$ cat config.mk
export PLATFORM = sky130hd
export DESIGN_NAME = rx_session_ctrl
export DESIGN_NICKNAME = d
export VERILOG_FILES = /design/src/rtl/rx_session_ctrl.sv
export SDC_FILE = /design/constraint.sdc
export NUM_CORES = 1
export LEC_CHECK = 0
export ABC_AREA = 1
export BUFFER_PORTS_ARGS = -buffer_cell sky130_fd_sc_hd__buf_2
export CAP_MARGIN = 15
export CELL_PAD_IN_SITES_DETAIL_PLACEMENT = 2
export CELL_PAD_IN_SITES_GLOBAL_PLACEMENT = 2
export CORE_MARGIN = 3
export CORE_UTILIZATION = 24
export DETAILED_ROUTE_END_ITERATION = 8
export PLACE_DENSITY_LB_ADDON = 0.08
export SLEW_MARGIN = 20
export SYNTH_ARGS = -nofsm -noshare
export SYNTH_HDL_FRONTEND = slang
export SYNTH_SLANG_ARGS = --single-unit
$ cat constraint.sdc
create_clock -name clk_in -period 1.7 [get_ports clk_in]
set_clock_uncertainty 0.05 [all_clocks]
set_input_delay 0.34 -clock clk_in [delete_from_list [all_inputs] [get_ports clk_in]]
set_output_delay 0.34 -clock clk_in [all_outputs]
set_load 0.005 [all_outputs]
$ cat src/rtl/rx_session_ctrl.sv
// RX session controller: sequences buffer clear, arm and receive phases for one
// burst session, with watchdog-driven retries, abort handling and error reporting.
module rx_session_ctrl #(
    parameter int BURST_SIZE_WIDTH = 16,
    parameter int RX_WD_DEPTH      = 4,
    parameter int MAX_RETRY        = 2,
    parameter int CLEAR_CYCLES     = 2
) (
    input  logic                        clk_in,
    input  logic                        rst,
    input  logic                        cmd_start,
    input  logic                        cmd_mode,
    input  logic [BURST_SIZE_WIDTH-1:0] cmd_bursts,
    input  logic [RX_WD_DEPTH-1:0]      cmd_wd,
    input  logic                        abort,
    input  logic                        RX_done,
    input  logic                        watchdog_rx_trigger,
    output logic                        cmd_ready,
    output logic                        Clear_buff,
    output logic                        rx_wait_enable,
    output logic                        select_mode,
    output logic [BURST_SIZE_WIDTH-1:0] expected_bursts,
    output logic [RX_WD_DEPTH-1:0]      watchdog_rx_conf,
    output logic                        session_done,
    output logic                        session_err,
    output logic [1:0]                  err_code,
    output logic [1:0]                  retry_cnt
);

    localparam int              CW          = (CLEAR_CYCLES > 1) ? $clog2(CLEAR_CYCLES) : 1;
    localparam logic [CW-1:0]   CLR_LAST    = CW'(CLEAR_CYCLES - 1);
    localparam logic [1:0]      RETRY_LIMIT = 2'(MAX_RETRY);

    localparam logic [1:0] ERR_NONE  = 2'b00;
    localparam logic [1:0] ERR_WDOG  = 2'b01;
    localparam logic [1:0] ERR_ABORT = 2'b10;
    localparam logic [1:0] ERR_ZERO  = 2'b11;

    typedef enum logic [2:0] {
        S_IDLE,
        S_CLEAR,
        S_ARM,
        S_RECV,
        S_DONE,
        S_ERR
    } state_t;

    state_t                      state_q, state_d;
    logic [CW-1:0]               clr_cnt_q, clr_cnt_d;
    logic [1:0]                  retry_q, retry_d;
    logic [1:0]                  err_q, err_d;
    logic                        mode_q, mode_d;
    logic [BURST_SIZE_WIDTH-1:0] bursts_q, bursts_d;
    logic [RX_WD_DEPTH-1:0]      wd_q, wd_d;

    logic                        cmd_ready_q;
    logic                        clear_q;
    logic                        rxw_q;
    logic                        done_q;
    logic                        err_pulse_q;

    always_comb begin
        state_d   = state_q;
        clr_cnt_d = clr_cnt_q;
        retry_d   = retry_q;
        err_d     = err_q;
        mode_d    = mode_q;
        bursts_d  = bursts_q;
        wd_d      = wd_q;

        case (state_q)
            S_IDLE: begin
                if (cmd_start) begin
                    mode_d    = cmd_mode;
                    bursts_d  = cmd_bursts;
                    wd_d      = cmd_wd;
                    retry_d   = 2'd0;
                    clr_cnt_d = '0;
                    // A zero-length session has nothing to receive, so skip the clear entirely.
                    if (cmd_bursts == '0) begin
                        err_d   = ERR_ZERO;
                        state_d = S_ERR;
                    end else begin
                        err_d   = ERR_NONE;
                        state_d = S_CLEAR;
                    end
                end
            end
            S_CLEAR: begin
                if (abort) begin
                    err_d   = ERR_ABORT;
                    state_d = S_ERR;
                end else if (clr_cnt_q == CLR_LAST) begin
                    state_d = S_ARM;
                end else begin
                    clr_cnt_d = clr_cnt_q + CW'(1);
                end
            end
            S_ARM: begin
                if (abort) begin
                    err_d   = ERR_ABORT;
                    state_d = S_ERR;
                end else begin
                    state_d = S_RECV;
                end
            end
            S_RECV: begin
                // Priority: abort, then completion, then watchdog.
                if (abort) begin
                    err_d   = ERR_ABORT;
                    state_d = S_ERR;
                end else if (RX_done) begin
                    state_d = S_DONE;
                end else if (watchdog_rx_trigger) begin
                    if (retry_q < RETRY_LIMIT) begin
                        retry_d   = retry_q + 2'd1;
                        clr_cnt_d = '0;
                        state_d   = S_CLEAR;
                    end else begin
                        err_d   = ERR_WDOG;
                        state_d = S_ERR;
                    end
                end
            end
            S_DONE:  state_d = S_IDLE;
            S_ERR:   state_d = S_IDLE;
            default: state_d = S_IDLE;
        endcase
    end

    // Outputs are decoded from the next state so every output is a flop.
    always_ff @(posedge clk_in) begin
        if (rst) begin
            state_q     <= S_IDLE;
            clr_cnt_q   <= '0;
            retry_q     <= 2'd0;
            err_q       <= ERR_NONE;
            mode_q      <= 1'b0;
            bursts_q    <= '0;
            wd_q        <= '0;
            cmd_ready_q <= 1'b1;
            clear_q     <= 1'b0;
            rxw_q       <= 1'b0;
            done_q      <= 1'b0;
            err_pulse_q <= 1'b0;
        end else begin
            state_q     <= state_d;
            clr_cnt_q   <= clr_cnt_d;
            retry_q     <= retry_d;
            err_q       <= err_d;
            mode_q      <= mode_d;
            bursts_q    <= bursts_d;
            wd_q        <= wd_d;
            cmd_ready_q <= (state_d == S_IDLE);
            clear_q     <= (state_d == S_CLEAR);
            rxw_q       <= (state_d == S_RECV);
            done_q      <= (state_d == S_DONE);
            err_pulse_q <= (state_d == S_ERR);
        end
    end

    assign cmd_ready        = cmd_ready_q;
    assign Clear_buff       = clear_q;
    assign rx_wait_enable   = rxw_q;
    assign select_mode      = mode_q;
    assign expected_bursts  = bursts_q;
    assign watchdog_rx_conf = wd_q;
    assign session_done     = done_q;
    assign session_err      = err_pulse_q;
    assign err_code         = err_q;
    assign retry_cnt        = retry_q;

endmodule

== Word level (Yosys, flattened, before mapping) ==
Cells that the tools add are included.
Storage, ports and cells
  register bits after elaboration: 34
  bits in latches: 0
  memory bits (writable): 0
  memory bits (read-only): 0
  input bits: 27
  output and inout bits: 30
  word-level logic and storage cells: 75
  memories: 0
Cells by class
  $add $sub $neg: 2
  multipliers: 0
  divide/modulo/power cells: 0
  $lt $le $gt $ge: 1
  equal/unequal tests: 17
  shifts and indexed selects: 0
  mux-type cells: 32
  bitwise gates (word level): 0
  reductions and logical operators: 11
Operator list (count)
  $mux 3: 9
  $mux 2: 12
  $logic_not 16->1: 1
  $ne 2x2->1 const B: 6
  $pmux 3 s4: 1
  $reduce_and 6->1: 2
  $eq 3x2->1 const B: 3
  $ne 3x3->1 const B: 3
  $mux 1: 7
  $reduce_and 7->1: 1
  $eq 3x1->1 const B: 2
  $eq 3x3->1 const B: 2
  $logic_not 3->1: 2
  $pmux 2 s3: 1
  $reduce_bool 3->1: 2
  $pmux 2 s2: 1
  $pmux 1 s3: 1
  $add 2x1->2 const B: 1
  $lt 2x2->1 const B: 1
  $ne 2x1->1 const B: 1
  $reduce_and 2->1: 1
  $reduce_bool 2->1: 1
  $reduce_or 2->1: 1
  $add 1x1->1 const B: 1

== Logic depth before layout (Yosys ltp) ==
  depth in word-level cells: 7
  mapped depth: 8
  gate-level depth less buffers: 8

== Worst setup path after synthesis ==
Ideal clock, no wire load.
  kind: register to register
  start: register state_q[0]
  end: register state_q[1]
  setup time: 56 ps
  arrival time: 1117 ps
  data required time: 1594 ps
  path slack: 477 ps
  stages on the path, launching flop included: 9
  path buffers: 0
  period minus slack after synthesis: 1223 ps
  cells stage by stage: dfxtp_1 nor2_2 nand2_1 nand2_1 nand2_2 nand2_1 o21ai_2 or2_1 inv_1
On the way
  cells in the longest elaborated chain, start to end: 2
  elaborated cells on any way between the ends: 5
  classes of those cells: eq/ne: 3; mux: 1; reduce/logical: 1
Ends and longest elaborated chain
  from (decl): RTL line 48  | state_t state_q, state_d;
  from (signal assigned): RTL line 147  | state_q <= state_d;
  $eq 3x2->1 (tied with other cells): RTL line 71  | case (state_q)
  $pmux 3 s4 *: RTL line 71
Mark *: on every way between the ends. The rest lies on a longest branch, timed or not.
A chain may end at the register's enable or synchronous reset.

== Final worst setup path ==
  start: register state_q[1]
  end: register err_pulse_q, in the netlist session_err
On the way
  cells in the longest elaborated chain, start to end: 5
  elaborated cells on any way between the ends: 12
  classes of those cells: eq/ne: 4; mux: 7; reduce/logical: 1
Ends and longest elaborated chain
  $mux 3: RTL line 114  | end else if (watchdog_rx_trigger) begin
  $mux 3: RTL line 112  | end else if (RX_done) begin
  $mux 3: RTL line 109  | if (abort) begin
  $pmux 3 s4 *: RTL line 71
  $eq 3x3->1 *: RTL line 158  | err_pulse_q <= (state_d == S_ERR);
  to (signal assigned): RTL line 158
  to (decl): RTL line 60  | logic err_pulse_q;
Marks and branches as above.

==> summary.md <==
| Metric | Value |
|---|---|
| Delay-heaviest family, CP | simple AND/OR/NAND/NOR gates |
| Largest net degree at the start of global routing | 19 |
| Clk buf depth | 2 |
| RSZ-0062 raised after global routing | false |
| Crit path from | state_q[1] |
| Critical-path maximum fanout | 8 |
| Fmax | roughly 670 MHz |
| # resized after CTS | 0 |
| Drt drc | 0 |
| Die area | about 0.0070 mm2 |
| Sum Neg Setup Slack | 0 ns |
| Area grow syn2layout | 33.36% |
| Worst path depth | 8 |
| Wl on met1 | 2149 um |
| Initial core utilization | 0.2551 |
| Arrival time worst endpoint | 1.67 ns |
| TritonRoute pass-1 iters | 3 |
| Mapped Nets | 234 |
| GR Overflow Total | 0 |
| Fraction of layout cells with a size suffix above 1 | 0.2751 |
| Seq/Total Area, Yosys | 0.4702 |
| Max Cap Viol | 0 |
| Metal3 WL | roughly 220 um |
| Worst Path Buf+Inv | 1 |
| Fin crit share | 0.8782 |
| Worst path required time | roughly 1.9 ns |
| Post-Synthesis Cell Area | ~0.0014 mm2 |
| # port buffers | 56 |
| Num CTS Buffers | 5 |
| Power Density | between 900 and 1000 mW/mm2 |
| Io pins | 57 |
| Final Hold Fails | 0 |
| Worst-Margin Slew | roughly 0.32 ns |
| Most frequent cells in the layout | 69 x nand2_1, 56 x buf_2, 34 x dfxtp_1, 28 x a21oi_1, 23 x nor2_1 |
| Hold-fix buffers, CTS | 0 |
| First-pass GRT wire length | between 8000 and 9000 um |
| Crit. End Element | flip-flop |
| Critical Path Start Type | flip-flop |
| Placer Congestion | ~0.9 |
| FFs w/ async S/R, synth | 0 |
| Post-CTS Setup Bufs | 0 |
| Fill count | ~730 |
| Worst path cell trace | inv_1 > nand3_1 > nand2_1 > nand2_2 > nand2_1 > o21ai_2 > nand3_1 > nor2_1 |
| Synth Flop Type | dfxtp_1 |
| Clock Latency Late Sink | roughly 0.28 ns |
| R2R setup slack | around 0.21 ns |
| Crit path to | session_err |
| P_leak | about 0.00094 uW |
| Via density | approximately 4.5 |
| EDFF count, synth | 0 |
| Row cnt | 27 |
| Die X | between 80 and 90 um |
| Worst-path clk slew | around 0.07 ns |
| Final-stage net count | between 200 and 300 |
| Syn Inst Count | 207 |
| Max-slew violation count | 0 |
| Worst ir drop on vdd | between 300 and 400 uV |
| Setup Viol. Count Final | 0 |
| Slowest stage delay, CP | 0.51 ns |
| Root buf cell | clkbuf_8 |
| Chip height | 83.67 um |
| H-tree levels | 2 |
| Status | finished clean |
| DR WL met2 | around 2400 um |
| Distinct cells, synth | 21 |
| Ant. Diodes | 0 |
| Number of routed nets with antenna violations | 0 |
| Uppermost layer routed | met4 |
| Post-DP HPWL | 3865 um |
| Most common cell after layout, fill and taps aside | nand2_1 |
| R2R depth | 8 |
| RR Endpoint | session_err |
| Final design utilization | 0.3402 |
| Slew headroom | 0.7888 |
| Clock tree from TritonCTS | built |
| Post-Route WL | between 4000 and 5000 um |
| Final Worst Setup Slack | roughly 0.21 ns |
| CTS Sinks | 34 |
| Core area | between 0.005 and 0.006 mm2 |
| Avg Cell Area, Syn | roughly 7.0 um2 |
| Synthesized flop and latch total | 34 |
| Post-Place Worst Slack | between 0.2 and 0.25 ns |
| Post-DR wirelength/cell | around 14 um |
| Final min period | roughly 1.5 ns |
| Worst hold path type | in2reg |
| Synthesis Warnings | 0 |
| Initial antenna violation count | 0 |
| Kind of critical path | reg2reg |
| Vias in the first global route | 1624 |
| Global Route Usage Sum | 0.1436 |
| Hold path startpoint | cmd_wd[2] |
| Starting DRC count in detailed routing | 26 |
| Max stage delay cell, worst path | dfxtp_1 |
| RR Startpoint | state_q[1] |
| Via count | 1543 |
## worst min path at each step
stage | cells past startpoint | to
5_1_grt | 3 | watchdog_rx_conf[1]
3_3_place_gp | 2 | expected_bursts[7]
2_1_floorplan | 2 | clr_cnt_q
3_5_place_dp | 2 | expected_bursts[12]
6_report | 3 | watchdog_rx_conf[2]
4_1_cts | 3 | watchdog_rx_conf[2]
## flip-flops by register name, summed over array words and instances (netlist names)
signal / flops
Clear_buff: 1
clr_cnt_q: 1
cmd_ready: 1
err_code: 2
expected_bursts: 16
retry_cnt: 2
rx_wait_enable: 1
select_mode: 1
session_done: 1
session_err: 1
state_q: 3
watchdog_rx_conf: 4
## layer usage
metal  track usage  vias to the layer above
met5             0                        -
met4       0.04386                        0
met3       0.03850                        7
met2        0.2466                       33
met1        0.1741                      723
li1              -                      780
## worst min-delay path, cell delays in order
cell     delay [ns]
buf_2          0.10
nand2_1        0.05
a21oi_1        0.05
## cells by family after synthesis
group / after synthesis / share of synthesized area
buffers and inverters: 22 / 0.06050
and+or+nand+nor: 113 / 0.3302
AOI/OAI and AO/OA: 38 / 0.1391
DFF: 34 / 0.4702
## layout make-up
cell class,instances,area [um2],area share
clock buffers,7,76.32,0.03953
multi-input cells,151,679.4,0.3519
repair buffers,61,317.8,0.1646
inverters,15,56.30,0.02916
flip-flops and latches,34,680.7,0.3526
clock inverters,1,30.03,0.01555
well taps,72,90.09,0.04666
## stage by stage
stage	power [uW]	hold slack, ns	cell area (um2)	instances
2_1_floorplan	1056	0.4023	1448	207
3_3_place_gp	1197	0.4043	1824	333
3_5_place_dp	1204	0.4082	1824	333
4_1_cts	1950	0.2436	1931	341
5_1_grt	2046	0.2406	1931	341
6_report	1907	0.2537	1931	341
## Yosys cell counts, types with 3 or more instances
master,count,area [um2]
a21oi_1,28,140.1
buf_2,4,20.02
clkbuf_1,3,11.26
dfxtp_1,34,680.7
inv_1,15,56.30
nand2_1,69,259.0
nand3_1,9,45.04
nand4_1,3,18.77
nor2_1,23,86.33
o21ai_0,5,25.02
## power breakdown
| group | switching [uW] | total (uW) | internal, uW |
|---|---|---|---|
| Sequential | 30.8 | 879 | 848 |
| Combinational | 174 | 295 | 121 |
| Clock | 294 | 733 | 439 |
Note: power is estimated with default switching activity, not from simulation.
